==> src/rtl/lsu_pkg.sv <==
// Shared types and constants for the RV32I load/store unit.
// Covers funct3 width codes, FSM states and the memory request payload.
package lsu_pkg;

  localparam int unsigned XLEN = 32;
  localparam int unsigned BE_W = XLEN / 8;
  localparam int unsigned F3_W_BITS = 3;

  localparam logic [F3_W_BITS-1:0] F3_B  = 3'b000;
  localparam logic [F3_W_BITS-1:0] F3_H  = 3'b001;
  localparam logic [F3_W_BITS-1:0] F3_W  = 3'b010;
  localparam logic [F3_W_BITS-1:0] F3_BU = 3'b100;
  localparam logic [F3_W_BITS-1:0] F3_HU = 3'b101;

  typedef enum logic [1:0] {
    S_IDLE = 2'd0,
    S_BUSY = 2'd1,
    S_DONE = 2'd2
  } state_t;

  typedef struct packed {
    logic            we;
    logic [XLEN-1:0] addr;
    logic [BE_W-1:0] be;
    logic [XLEN-1:0] wdata;
  } mem_req_t;

  // Word-aligned form of a byte address.
  function automatic logic [XLEN-1:0] word_addr(input logic [XLEN-1:0] a);
    return {a[XLEN-1:2], 2'b00};
  endfunction

endpackage

==> src/rtl/lsu_align.sv <==
// Lane steering for the LSU: byte enables, store replication, legality check
// and load extraction/extension. Purely combinational.
module lsu_align
  import lsu_pkg::*;
(
  input  logic [F3_W_BITS-1:0] funct3,
  input  logic [1:0]           addr_lo,
  input  logic                 we,
  input  logic [XLEN-1:0]      wdata,
  input  logic [XLEN-1:0]      mem_rdata,
  output logic [BE_W-1:0]      be_c,
  output logic [XLEN-1:0]      wdata_c,
  output logic                 bad_c,
  output logic [XLEN-1:0]      load_c
);

  logic [XLEN-1:0] lane;

  // Bring the addressed byte/halfword down to bit 0.
  assign lane = mem_rdata >> {addr_lo, 3'b000};

  always_comb begin
    be_c    = '0;
    wdata_c = '0;
    bad_c   = 1'b0;
    load_c  = '0;
    case (funct3)
      F3_B, F3_BU: begin
        be_c    = BE_W'(4'b0001 << addr_lo);
        wdata_c = {4{wdata[7:0]}};
        bad_c   = we && (funct3 == F3_BU);
        load_c  = (funct3 == F3_B) ? {{24{lane[7]}}, lane[7:0]}
                                   : {24'b0, lane[7:0]};
      end
      F3_H, F3_HU: begin
        be_c    = addr_lo[1] ? 4'b1100 : 4'b0011;
        wdata_c = {2{wdata[15:0]}};
        bad_c   = addr_lo[0] || (we && (funct3 == F3_HU));
        load_c  = (funct3 == F3_H) ? {{16{lane[15]}}, lane[15:0]}
                                   : {16'b0, lane[15:0]};
      end
      F3_W: begin
        be_c    = 4'b1111;
        wdata_c = wdata;
        bad_c   = (addr_lo != 2'b00);
        load_c  = mem_rdata;
      end
      default: bad_c = 1'b1;
    endcase
  end

endmodule

==> src/rtl/lsu.sv <==
// Load/store unit: turns RV32I loads/stores into word-aligned byte-enabled
// req/ack memory transactions, stalling the core until each one completes.
module lsu
  import lsu_pkg::*;
#(
  parameter int unsigned TIMEOUT = 255,
  parameter int unsigned CNT_W   = 16
) (
  input  logic                 clk,
  input  logic                 reset,
  input  logic                 valid_i,
  input  logic                 we_i,
  input  logic [F3_W_BITS-1:0] funct3_i,
  input  logic [XLEN-1:0]      addr_i,
  input  logic [XLEN-1:0]      wdata_i,
  output logic [XLEN-1:0]      rdata_o,
  output logic                 stall_o,
  output logic                 fault_o,
  output logic                 mem_req,
  output logic                 mem_we,
  output logic [XLEN-1:0]      mem_addr,
  output logic [BE_W-1:0]      mem_be,
  output logic [XLEN-1:0]      mem_wdata,
  input  logic [XLEN-1:0]      mem_rdata,
  input  logic                 mem_ack
);

  state_t                state;
  logic [CNT_W-1:0]      cnt;
  mem_req_t              req_q;
  logic                  req_on;
  logic [F3_W_BITS-1:0]  f3_q;
  logic [1:0]            lo_q;

  logic [F3_W_BITS-1:0]  sel_f3;
  logic [1:0]            sel_lo;
  logic                  sel_we;
  logic [BE_W-1:0]       be_c;
  logic [XLEN-1:0]       wdata_c;
  logic                  bad_c;
  logic [XLEN-1:0]       load_c;

  // Decode the live instruction in IDLE; use the captured one while waiting for data.
  assign sel_f3 = (state == S_IDLE) ? funct3_i      : f3_q;
  assign sel_lo = (state == S_IDLE) ? addr_i[1:0]   : lo_q;
  assign sel_we = (state == S_IDLE) ? we_i          : req_q.we;

  lsu_align u_align (
    .funct3    (sel_f3),
    .addr_lo   (sel_lo),
    .we        (sel_we),
    .wdata     (wdata_i),
    .mem_rdata (mem_rdata),
    .be_c      (be_c),
    .wdata_c   (wdata_c),
    .bad_c     (bad_c),
    .load_c    (load_c)
  );

  assign stall_o   = ((state == S_IDLE) && valid_i) || (state == S_BUSY);
  assign mem_req   = req_on;
  assign mem_we    = req_q.we;
  assign mem_addr  = req_q.addr;
  assign mem_be    = req_q.be;
  assign mem_wdata = req_q.wdata;

  always_ff @(posedge clk) begin
    if (reset) begin
      state   <= S_IDLE;
      cnt     <= '0;
      req_q   <= '0;
      req_on  <= 1'b0;
      f3_q    <= '0;
      lo_q    <= '0;
      rdata_o <= '0;
      fault_o <= 1'b0;
    end else begin
      case (state)
        S_IDLE: begin
          if (valid_i) begin
            if (bad_c) begin
              rdata_o <= '0;
              fault_o <= 1'b1;
              state   <= S_DONE;
            end else begin
              req_q   <= '{we: we_i, addr: word_addr(addr_i), be: be_c, wdata: wdata_c};
              f3_q    <= funct3_i;
              lo_q    <= addr_i[1:0];
              req_on  <= 1'b1;
              cnt     <= '0;
              state   <= S_BUSY;
            end
          end
        end
        S_BUSY: begin
          // Ack wins over a timeout landing in the same cycle.
          if (mem_ack) begin
            rdata_o <= req_q.we ? '0 : load_c;
            fault_o <= 1'b0;
            req_on  <= 1'b0;
            state   <= S_DONE;
          end else if (cnt == CNT_W'(TIMEOUT - 1)) begin
            rdata_o <= '0;
            fault_o <= 1'b1;
            req_on  <= 1'b0;
            state   <= S_DONE;
          end else begin
            cnt <= cnt + CNT_W'(1);
          end
        end
        S_DONE: begin
          fault_o <= 1'b0;
          state   <= S_IDLE;
        end
        default: state <= S_IDLE;
      endcase
    end
  end

endmodule
==> config.mk <==
export PLATFORM = sky130hd
export DESIGN_NAME = lsu
export DESIGN_NICKNAME = d
export VERILOG_FILES = /design/src/rtl/lsu_pkg.sv /design/src/rtl/lsu_align.sv /design/src/rtl/lsu.sv
export SDC_FILE = /design/constraint.sdc
export NUM_CORES = 1
export LEC_CHECK = 0
export BUFFER_PORTS_ARGS = -buffer_cell sky130_fd_sc_hd__buf_2
export CORE_MARGIN = 2
export CORE_UTILIZATION = 49
export DETAILED_ROUTE_END_ITERATION = 10
export GPL_TIMING_DRIVEN = 0
export PLACE_DENSITY_LB_ADDON = 0.3
export SYNTH_ARGS = -nofsm -noshare
export SYNTH_HDL_FRONTEND = slang
export SYNTH_SLANG_ARGS = --single-unit
==> constraint.sdc <==
create_clock -name clk -period 3 [get_ports clk]
set_input_delay 0.6 -clock clk [delete_from_list [all_inputs] [get_ports clk]]
set_output_delay 0.6 -clock clk [all_outputs]
set_load 0.02 [all_outputs]
# Word-level counts from Yosys, hierarchy flattened
# Cells that the tools add are included.
# totals
register_bits	124
inputBits	104
wordCells	82
# op_classes
n_addsub	1
eq_ne	13
shift	2
mux	36
bitwise_logic	1
reduce_logical	18
# op_table
op	n
$mux 32	7
$pmux 32 s3	2
$mux 16	4
$pmux 32 s2	1
$pmux 16 s2	1
$shr 32x5->16	1
$add 16x1->16 const B	1
$eq 16x8->1 const B	1
$pmux 4 s3	1
$reduce_and 4->1	3
$mux 2	5
$ne 2x2->1 const B	5
$mux 1	9
$eq 3x3->1 const B	2
$pmux 1 s3	2
$reduce_and 5->1	1
$mux 4	1
$pmux 2 s2	1
$reduce_bool 2->1	2
$reduce_or 2->1	2
$shl 1x2->4 const A	1
$eq 3x1->1 const B	1
$eq 3x2->1 const B	1
$logic_and 1x1->1	3
other kinds (12)	13

# Longest topological paths before layout
# Gate-level depths: netlist (run 1).
# logic_depth
ltp_word	9
ltp_mapped	10
ltp_nobuf	8

# Hierarchy
# A second synthesis (run 1) with hierarchy kept.
# hier_totals
cells_unflattened	707
hier_area_um2	5879.4
# modules_own_cells
mod	n_inst	cells_each	area_each_um2	seq_area_each_um2
lsu	1	539	4675.7	2482.4
lsu_align	1	168	1203.7	0.0

# Least setup slack after synthesis (run 1)
# No wires, ideal clock.
# synth_path
path_type	input port to flip-flop
from	input port addr_i[1]
to	register cnt[15]
setup_time_ns	0.118
arrival_time_ns	2.376
setup_slack_ns	0.506
stages	6
path_buffers	0
path_cell_list	or4_1 -> o31a_1 -> o31ai_4 -> a21oi_2 -> or4b_1 -> mux2i_1
# synth_via
elab_chain_cells	5
# synth_lines
element	line	rtl
start, declared	lsu.sv:14	input logic [XLEN-1:0] addr_i,
$mux 2	lsu.sv:45	assign sel_lo = (state == S_IDLE) ? addr_i[1:0] : lo_q;
$reduce_bool 2->1	lsu_align.sv:45	bad_c = (addr_lo != 2'b00);
$pmux 1 s3	lsu_align.sv:27	case (funct3)
$ne 2x2->1 (no line)	-	
$reduce_and 5->1 (no line)	-	
end signal, assigned	lsu.sv:108	cnt <= cnt + CNT_W'(1);
end, declared	lsu.sv:29	logic [CNT_W-1:0] cnt;
# No other way between the ends.
# A chain may end at the register's enable or synchronous reset.

# Worst setup path after layout (run 1)
# layout_path
from	register state[1]
to	register f3_q[1]
# layout_via
elab_chain_cells	8
word_cells_on_any_way	18
cone_classes	eq/ne: 4; mux: 4; bitwise: 1; reduce/logical: 9
# layout_lines
element	line	rtl
start, declared	lsu.sv:28	state_t state;
start signal, assigned	lsu.sv:69	state <= S_IDLE;
start signal, assigned	lsu.sv:84	state <= S_DONE;
start signal, assigned	lsu.sv:91	state <= S_BUSY;
$logic_not 2->1 (*)	-	
$mux 3	lsu.sv:44	assign sel_f3 = (state == S_IDLE) ? funct3_i : f3_q;
$eq 3x3->1	lsu_align.sv:27, lsu_align.sv:38	
$logic_and 1x1->1	lsu_align.sv:38	bad_c = addr_lo[0] || (we && (funct3 == F3_HU));
$logic_or 1x1->1	lsu_align.sv:38	
$pmux 1 s3	lsu_align.sv:27	
$not 1->1 (no line)	-	
$reduce_and 3->1 (no line) (*)	-	
end signal, assigned	lsu.sv:87	f3_q <= funct3_i;
end, declared	lsu.sv:32	logic [F3_W_BITS-1:0] f3_q;
# Mark *: on every way between the ends. The rest lies on a longest branch, timed or not.

==> summary.md, run 1 <==
| Metric | Value |
|---|---|
| Mapped cell area | `5510 µm²` |
| Initial antenna violation count | `0` |
| Reg clk slew, reported paths | `roughly 0.060 ns` |
| Post-DP HPWL | `around 13000 µm` |
| CP Launch Type | `flip-flop` |
| ANT nets after route | `0` |
| Hold path cells | `3` |
| FF-to-FF path depth | `8` |
| Average size of a mapped cell | `8.52 µm²` |
| Unrepaired setup endpoints after global routing | `false` |
| Post-CTS Setup Inserts | `0` |
| Critical path required time | `roughly 3.4 ns` |
| EDFF count, synth | `0` |
| Initial Util | `50.6%` |
| I/O pin count | `208` |
| TritonCTS clock tree | `built` |
| Chip Width | `roughly 110 µm` |
| CTS H-Tree Depth | `4` |
| Maximum vdd drop | `0.372 mV` |
| Seq/Total Area, Yosys | `45.0%` |
| Final Max Tran Viols | `0` |
| Crit path arrival time | `roughly 3.2 ns` |
| CP endpoint kind | `flip-flop` |
| Core Region | `~11000 µm²` |
| Outcome | `finished, final reports clean` |
| Yosys reg bits | `124` |
| Crit-path max FO | `10` |
| Finished Core Util | `67.5%` |
| Cell variety after synth | `slightly below 60` |
| Critical R2R Launch | `state[1]$_SDFFE_PP0P_` |
| CP Cell Sequence | `or4_1 -> o31a_1 -> o31ai_4 -> nand2_1 -> clkbuf_1 -> clkbuf_1 -> a32oi_1 -> nor2_1` |
| I/O Buffers | `205` |
| RR Endpoint | `f3_q[1]$_SDFFE_PP0P_` |
| Fillers | `slightly below 900` |
| Hold WC Path Type | `in -> reg` |
| Root buf cell | `clkbuf_8` |
| Die H | `roughly 110 µm` |
| GP Congestion | `~0.93` |
| Final hold vios | `0` |
| Vias | `~6100` |
| GRT Overall Usage | `between 20% and 30%` |
| DR DRC count | `0` |
| CP most frequent cell | `clkbuf_1` |
| Minimum clock period | `roughly 2.8 ns` |
| Asr flop ratio synth | `0%` |
| Mapped Cells | `between 600 and 700` |
| Total global routing overflow | `0` |
| Max clock buf depth | `2` |
| Slowest stage delay, CP | `0.58 ns` |
| Hold Path Origin | `addr_i[27]` |
| Ys flop type | `dfxtp_1` |
| Maximum clock rate | `about 350 MHz` |
| Slew HR | `roughly 23%` |
| Max-Cap Viols | `0` |
| Final net count | `978` |
| Starting DRC count in detailed routing | `roughly 520` |
| Layout cell share with drive strength beyond 1 | `a little under a third` |
| Count of final setup violators | `0` |
| Num CTS Buffers | `17` |
| First-pass GRT wire length | `approximately 28000 µm` |
| Least-Margin Pin Slew | `around 1.1 ns` |
| WS Path Type | `reg -> reg` |
| PwrDens | `~670 nW/µm²` |
| Drt via density | `slightly below 6` |
| Synthesis Warnings | `0` |
| Max Clock Skew | `approximately 0.0064 ns` |
| Slowest stage cell, crit path | `or4_1` |
| Die area | `12100 µm²` |
| Vias in the first global route | `around 5800` |
| Place WS | `-0.0265 ns` |
| Leakage power | `approximately 3.2 nW` |
| Clk sinks | `between 100 and 150` |
| Worst-Skew Late Latency | `between 0.5 and 0.6 ns` |
| Rows | `38` |
| Routed WL | `18200 µm` |
| WL/cell | `approximately 18 µm` |
| Largest net degree at the start of global routing | `17` |
| Final worst slack | `about 0.17 ns` |
| Antenna fix cells | `0` |
| Internal reg-to-reg setup slack | `around 0.17 ns` |
| Period Utilization, post-route | `~94%` |
| Worst Hold End | `mem_addr[27]$_SDFFE_PP0P_` |
| Iteration count of the initial detailed-routing pass | `5` |
| Overall power | `~4.9 mW` |
| P&R area growth vs syn | `33.4%` |
-- cells in the final DEF (no fill, tap or decap), drive strengths merged, types with 5 or more instances in the layout --
cell type    n
nand4        5
clkbuf      51
dfxtp      124
mux2i       16
or4          8
a22o         8
inv          7
nor3        21
buf        222
o31ai        6
o211ai      12
a221oi      21
nand2      116
o21ai       16
a221o       17
nor2        51
nand3       10
o2bb2ai      5
a22oi        8
a21oi       71
a211oi      10
and2         8
or3          5
a222oi       8
-- registers in the layout (all words and copies together), names as in the netlist --
register and count:
state 2, rdata_o 32, mem_req 1, cnt 16
mem_be 4, fault_o 1, lo_q 2, mem_wdata 32
mem_we 1, f3_q 3, mem_addr 30
-- synth_stat cells, drive strengths merged, types with 10 or more instances --
cell type  number  share of area [%]
mux2i          16                2.9
nand3          10               0.91
clkbuf         32                2.2
o211ai         12                1.6
dfxtp         124                 45
a221o          17                3.1
a211oi         10                1.4
nor2           51                3.5
a221oi         21                3.3
o21ai          16                1.5
nand2         116                7.9
nor3           21                1.9
a21oi          71                6.7
buf            17                1.7
-- worst max-delay path, delay by kind of cell (launching register included) --
kind / cells / cell delay [ns]
and+or+nand+nor: 3 / 0.80
DFF: 1 / 0.39
AOI/OAI and AO/OA: 3 / 0.91
buffers and inverters: 2 / 0.60
-- per-layer routing --
layer / GRT usage [%] / share of wire (%) / up-vias
li1: - / - / 2843
met1: 35.7 / 40 / 2877
met5: 0 / 0 / -
met2: 49.2 / 48 / 331
met4: 12.0 / 2.1 / 0
met3: 9.64 / 10 / 41
-- power breakdown --
group	switching (mW)	internal, mW
sequential	0.0566	1.75
combinational	0.656	0.343
clock	0.786	1.31
total	1.50	3.40
-- layout make-up --
cell class	count	area, µm²	area share, %
Multi-Input combinational cell	470	2830	38.5
Sequential cell	124	2480	33.8
Timing Repair Buffer	205	1030	14.0
Clock buffer	19	442	6.01
Buffer	49	213	2.89
Tap cell	140	175	2.38
Clock inverter	13	165	2.25
Inverter	5	18.8	0.255
-- kinds of logic after synthesis --
kind of cell / count (synthesis) / synth area share [%]
AOI/OAI and AO/OA: 194 / 25.5
xor gates and xnor gates: 1 / 0.159
adders and majority gates: 2 / 0.454
buffers and inverters: 54 / 4.18
DFF: 124 / 45.0
muxes: 18 / 3.32
other: 1 / 0.0681
and+or+nand+nor: 253 / 21.3
-- metrics by stage --
step / hold slack (ns) / TNS [ns] / instance area [µm²] / std cells
final: 0.303 / 0 / 7350 / 1025
after global routing: 0.301 / 0 / 7350 / 1025
after CTS: 0.291 / 0 / 7320 / 1025
after detailed placement: 0.444 / -0.0827 / 6720 / 993
after global placement: 0.440 / 0 / 6720 / 993
after floorplan: 0.440 / 0 / 5510 / 648
-- repair_timing --
item	4_1_cts	5_1_grt
hold buffers	0	0
hold endpoints to repair	0	0
resized for setup	0	6
endpoints found under the setup margin	0	19
-- how the worst max path moves through the flow --
stage                                startpoint                         to  cells after the start
after CTS                   cnt[0]$_SDFFE_PP0P_        cnt[2]$_SDFFE_PP0P_                     10
after detailed placement              addr_i[1]        cnt[2]$_SDFFE_PP0P_                      9
final                     state[1]$_SDFFE_PP0P_       f3_q[1]$_SDFFE_PP0P_                      8
after global placement                addr_i[1]       f3_q[1]$_SDFFE_PP0P_                      9
after global routing      state[0]$_SDFFE_PP0P_  mem_addr[29]$_SDFFE_PP0P_                     10
after floorplan                       addr_i[1]       cnt[15]$_SDFFE_PP0P_                      6
Note: power is estimated with default switching activity, not from simulation.
==> run 2: changes to the inputs <==
- ABC_AREA: default -> 1
- CORE_ASPECT_RATIO: default -> 0.75
- CORE_UTILIZATION: 49 -> 51
==> summary.md, run 2 <==
| Metric | Value |
|---|---|
| Crit-path max FO | `10` |
| Drt via density | `~5.2` |
| CP Cell Sequence | `nand2_1 -> nor2_1 -> inv_1 -> nor2_1 -> nand2_1 -> nand2_1 -> nand2_1 -> nor2_1 -> nand2_1 -> buf_4 -> nand2_1 -> a21oi_1` |
| Iteration count of the initial detailed-routing pass | `5` |
| Vias in the first global route | `about 6600` |
| Synth area leader | `dfxtp_1` |
| Synth area leaders | `dfxtp_1 39%, nand2_1 24%, a21oi_1 10%` |
| Slowest stage cell, crit path | `dfxtp_1` |
| Finished Core Util | `66.4%` |
| WS Path Type | `reg -> reg` |
| Starting DRC count in detailed routing | `696` |
| EDFF count, synth | `0` |
| DR DRC count | `0` |
| GRT Overall Usage | `between 30 and 40%` |
| CTS hold repair buffers | `0` |
| Most frequent cells after synthesis | `405 x nand2_1, 126 x a21oi_1, 124 x dfxtp_1` |
| Crit path arrival time | `around 2.7 ns` |
| Post-CTS Setup Inserts | `0` |
| Synth Area in Adders | `less than 1%` |
| Mapped cell area | `~6300 µm²` |
| Minimum clock period | `approximately 2.4 ns` |
| CP endpoint kind | `flip-flop` |
| Slew HR | `approximately 57%` |
| Max Clock Skew | `a little under 0.01 ns` |
| Yosys reg bits | `around 120` |
| Initial antenna violation count | `0` |
| TNS Setup | `0 ns` |
| Unrepaired setup endpoints after global routing | `false` |
| Root buf cell | `clkbuf_16` |
| Layout cell share with drive strength beyond 1 | `between 20% and 30%` |
| Seq/Total Area, Yosys | `39.2%` |
| Least-Margin Pin Slew | `~0.64 ns` |
| Routed WL | `20200 µm` |
| I/O pin count | `208` |
| Reg clk slew, reported paths | `approximately 0.060 ns` |
| PwrDens | `between 800 and 900 nW/µm²` |
| Top-count cell post-synth | `nand2_1` |
| CP most frequent cell | `nand2_1` |
| Worst-Skew Late Latency | `around 0.42 ns` |
| I/O Buffers | `approximately 200` |
| Post-synthesis mux area share | `0%` |
| Average size of a mapped cell | `~6.4 µm²` |
| CTS H-Tree Depth | `4` |
| Commonest non-fill, non-tap cell in the layout | `nand2_1` |
| GP Congestion | `a little over 0.9` |
| Cell variety after synth | `31` |
| Clk sinks | `around 120` |
| CP Launch Type | `flip-flop` |
| # resized after CTS | `0` |
| Max clock buf depth | `2` |
| Core Region | `12200 µm²` |
| Synth top area share | `between 30% and 40%` |
| First-pass GRT wire length | `between 30000 and 40000 µm` |
| Leakage power | `3.79 nW` |
| FF-to-FF path depth | `12` |
| Final net count | `~1300` |
| Maximum clock rate | `approximately 420 MHz` |
| Asr flop ratio synth | `0%` |
| Antenna fix cells | `0` |
| Count of final setup violators | `0` |
| Synthesis Warnings | `0` |
| Post-DP HPWL | `15100 µm` |
| Final hold slack | `about 0.42 ns` |
| Period Utilization, post-route | `79.8%` |
| Hold path cells | `3` |
| Initial Util | `roughly half` |
| Slowest stage delay, CP | `between 0.4 and 0.5 ns` |
| Overall power | `around 7 mW` |
| Hold WC Path Type | `in -> reg` |
| WL/cell | `roughly 14 µm` |
| Mapped Cells | `996` |
| Die H | `approximately 100 µm` |
| Num CTS Buffers | `17` |
| P&R area growth vs syn | `28.0%` |
| ANT nets after route | `0` |
| Chip Width | `between 100 and 150 µm` |
| Rows | `35` |
| Vias | `between 7000 and 8000` |
| Synth Area in Compound Gates | `about 13%` |
| TritonCTS clock tree | `built` |
| Xor/xnor share of the synthesized area | `less than 1%` |
| Die area | `13300 µm²` |
| Outcome | `finished, final reports clean` |
| Maximum vdd drop | `just under 0.6 mV` |
| Largest family of logic cells by synthesized area | `simple AND/OR/NAND/NOR gates` |
| Largest net degree at the start of global routing | `17` |
| Critical path required time | `between 3 and 4 ns` |
| Max-Cap Viols | `0` |
| Final hold vios | `0` |
| Total global routing overflow | `0` |
| Ys flop type | `dfxtp_1` |
| Most frequent cells in the layout | `405 x nand2_1, 217 x buf_2, 126 x a21oi_1, 124 x dfxtp_1, 97 x nand3_1` |
| Synth Area in Simple Gates | `between 30% and 40%` |
| Final Max Tran Viols | `0` |
[run 2: final cells by class]
class                      instances  area, µm²
tap                              166        208
multi-input combinational        746       3300
fill                            1127       4110
inverter                          73        274
buffer                            54        287
clock inverter                    15        115
sequential                       124       2480
timing repair buffer             204       1020
clock buffer                      17        425
[run 2: power breakdown]
part           leakage [nW]  internal [mW]  total (mW)  switching, mW
logic                  2.52          0.931        2.99           2.06
clock network         0.262           1.07        1.90          0.831
registers              1.01           1.88        2.03          0.148
[run 2: logic make-up after synthesis]
kind of cell / Yosys count
xor gates and xnor gates: 7
and+or+nand+nor: 568
buffers and inverters: 127
AOI/OAI and AO/OA: 167
other: 1
DFF: 124
adders and majority gates: 2
[run 2: final timing paths]
path | start | to | slack, ns
worst min-delay path | addr_i[23] | mem_addr[23]$_SDFFE_PP0P_ | 0.42
worst max register to register | cnt[4]$_SDFFE_PP0P_ | rdata_o[4]$_SDFFE_PP0P_ | 0.61
worst max-delay path | cnt[4]$_SDFFE_PP0P_ | rdata_o[4]$_SDFFE_PP0P_ | 0.61
worst min register to register | rdata_o[26]$_SDFFE_PP0P_ | rdata_o[26]$_SDFFE_PP0P_ | 0.46
[run 2: routing by layer]
metal	vias up	track usage (%)	wire length, µm
met5	-	0	0
met4	0	8.52	330
met3	29	8.70	2160
met2	373	47.9	8760
met1	3303	41.5	8930
li1	3638	-	-
[run 2: per-stage QoR]
| stage | cell area [µm²] | setup slack (ns) | std cells |
|---|---|---|---|
| floorplan | 6340 | 1.17 | 997 |
| detailed placement | 7570 | 0.653 | 1367 |
| global placement | 7570 | 0.669 | 1367 |
| global route | 8110 | 0.343 | 1399 |
| finish | 8110 | 0.607 | 1399 |
| CTS | 8110 | 0.651 | 1399 |
[run 2: critical path, delay by kind of cell, from the launching register on]
kind,cells,cell delay [ns]
AOI/OAI and AO/OA,1,0.06
and+or+nand+nor,9,1.42
DFF,1,0.43
buffers and inverters,2,0.35
==> run 3: changes to the inputs <==
- CORE_UTILIZATION: 51 -> 46
- clock period: 3 -> 1.9 ns (I/O delays scaled with it)
==> summary.md, run 3 (synthesis gave the netlist of run 2 again) <==
| Metric | Value |
|---|---|
| Vias in the first global route | `approximately 7100` |
| Total global routing overflow | `0` |
| P&R area growth vs syn | `56.9%` |
| Hold WC Path Type | `in -> reg` |
| Maximum vdd drop | `just under 0.9 mV` |
| Crit-path max FO | `7` |
| Minimum clock period | `between 2 and 2.5 ns` |
| Starting DRC count in detailed routing | `roughly 840` |
| First-pass GRT wire length | `between 30000 and 40000 µm` |
| Unrepaired setup endpoints after global routing | `true` |
| Layout cell share with drive strength beyond 1 | `40.4%` |
| Period Utilization, post-route | `112%` |
| Max Clock Skew | `approximately 0.013 ns` |
| Num CTS Buffers | `17` |
| WS Path Type | `reg -> reg` |
| Slew HR | `between 30% and 40%` |
| Post-DP HPWL | `between 15000 and 20000 µm` |
| Fin cells | `approximately 1500` |
| Least-Margin Pin Slew | `roughly 0.95 ns` |
| CP Cell Sequence | `nor2_4 -> buf_12 -> buf_8 -> nand2_2 -> nand2_4 -> nand2_1 -> nand2_1 -> nand2_4 -> buf_4 -> nand4_4 -> buf_6 -> nand3_1 -> a21oi_1` |
| Fillers | `about 950` |
| Worst-Skew Late Latency | `approximately 0.44 ns` |
| Cell total after placement | `1376` |
| Leakage power | `4.48 nW` |
| Overall power | `~15 mW` |
| CP endpoint kind | `flip-flop` |
| PwrDens | `around 1500 nW/µm²` |
| Largest net degree at the start of global routing | `17` |
| Critical path required time | `2.23 ns` |
| CTS H-Tree Depth | `4` |
| I/O Buffers | `~200` |
| Initial Util | `around 47%` |
| Final net count | `~1400` |
| Final hold vios | `0` |
| Final Max Tran Viols | `0` |
| Failing checks | `negative setup slack` |
| Max-Cap Viols | `0` |
| Slowest stage cell, crit path | `dfxtp_4` |
| Count of final setup violators | `122` |
| Clk sinks | `roughly 120` |
| Chip Width | `between 100 and 150 µm` |
| Die H | `between 100 and 150 µm` |
| CP top delay family | `simple AND/OR/NAND/NOR gates` |
| Max clock buf depth | `2` |
| Worst path bufs/invs | `4` |
| GRT Overall Usage | `between 20% and 30%` |
| WL/cell | `18.8 µm` |
| Rows | `37` |
| Commonest non-fill, non-tap cell in the layout | `nand2_1` |
| Final worst slack | `-0.231 ns` |
| Core Region | `13600 µm²` |
| Root buf cell | `clkbuf_16` |
| Outcome | `finished with violations` |
| Maximum clock rate | `around 470 MHz` |
| ANT nets after route | `0` |
| TritonCTS clock tree | `built` |
| Most frequent cells in the layout | `330 x nand2_1, 207 x buf_2, 116 x dfxtp_1, 90 x nand3_1, 67 x inv_1` |
| Vias | `8474` |
| Routed WL | `roughly 27000 µm` |
| CP Launch Type | `flip-flop` |
| Initial antenna violation count | `2` |
| Slowest stage delay, CP | `approximately 0.37 ns` |
| Reg clk slew, reported paths | `roughly 0.070 ns` |
| Crit path arrival time | `between 2 and 2.5 ns` |
| GP Congestion | `0.963` |
| DR DRC count | `0` |
| Die area | `roughly 15000 µm²` |
| Drt via density | `around 5.8` |
| Iteration count of the initial detailed-routing pass | `6` |
| I/O pin count | `208` |
run 3: final timing paths:
kind                                  from                   endpoint  slack [ns]  depth (start not counted)
hold reg to reg   rdata_o[25]$_SDFFE_PP0P_   rdata_o[25]$_SDFFE_PP0P_        0.46                          2
hold / removal                  addr_i[20]  mem_addr[20]$_SDFFE_PP0P_        0.18                          3
setup reg to reg     state[0]$_SDFFE_PP0P_       cnt[14]$_SDFFE_PP0P_       -0.23                         13
setup / recovery     state[0]$_SDFFE_PP0P_       cnt[14]$_SDFFE_PP0P_       -0.23                         13
run 3: metrics by stage:
stage / instance area, µm² / setup WS (ns) / TNS, ns / hold slack (ns) / utilization [%]
finish: 9950 / -0.231 / -12.02 / 0.183 / 73.3
CTS: 8770 / -0.0117 / -0.0233 / 0.190 / 64.6
global route: 9950 / -0.264 / -19.54 / 0.185 / 73.3
global placement: 7580 / -0.408 / -36.07 / 0.449 / 55.9
floorplan: 6340 / 0.0748 / 0 / 0.444 / -
detailed placement: 7580 / -0.403 / -36.91 / 0.453 / 55.9
run 3: what timing repair did:
item / CTS / global route
gates cloned: 3 / 14
setup endpoints to repair: 123 / 123
resized for setup: 98 / 234
setup buffers: 21 / 18
hold buffers: 0 / 0
pin swaps: 10 / 39
run 3: layer usage:
layer	global-route usage, %	up-vias	part of all wire, %
met5	0	-	0.047
met4	10.6	2	6.4
met3	10.8	162	13
met2	46.5	679	44
met1	38.6	3859	37
li1	-	3772	-
run 3: report_power, final:
part	total [mW]	internal [mW]	switching (mW)
clock network	3.40	1.88	1.51
registers	3.24	2.98	0.261
logic	7.95	3.21	4.74
run 3: area by class of cell:
type | count | area, µm² | area share [%]
Clock buffer | 17 | 425 | 4.28
Clock inverter | 15 | 168 | 1.69
Antenna cell | 1 | 2.50 | 0.0252
Multi-Input combinational cell | 747 | 4100 | 41.2
Buffer | 54 | 526 | 5.28
Inverter | 73 | 300 | 3.02
Timing Repair Buffer | 258 | 1690 | 17.0
Timing Repair inverter | 1 | 16.3 | 0.164
Tap cell | 175 | 219 | 2.20
Sequential cell | 124 | 2500 | 25.1
run 3: worst reg2reg max path: cells and delay by family, from the launching register on:
| family | cells | cell delay [ns] |
|---|---|---|
| compound gates | 1 | 0.27 |
| buf+inv | 4 | 0.59 |
| flops | 1 | 0.37 |
| simple gates | 8 | 0.80 |
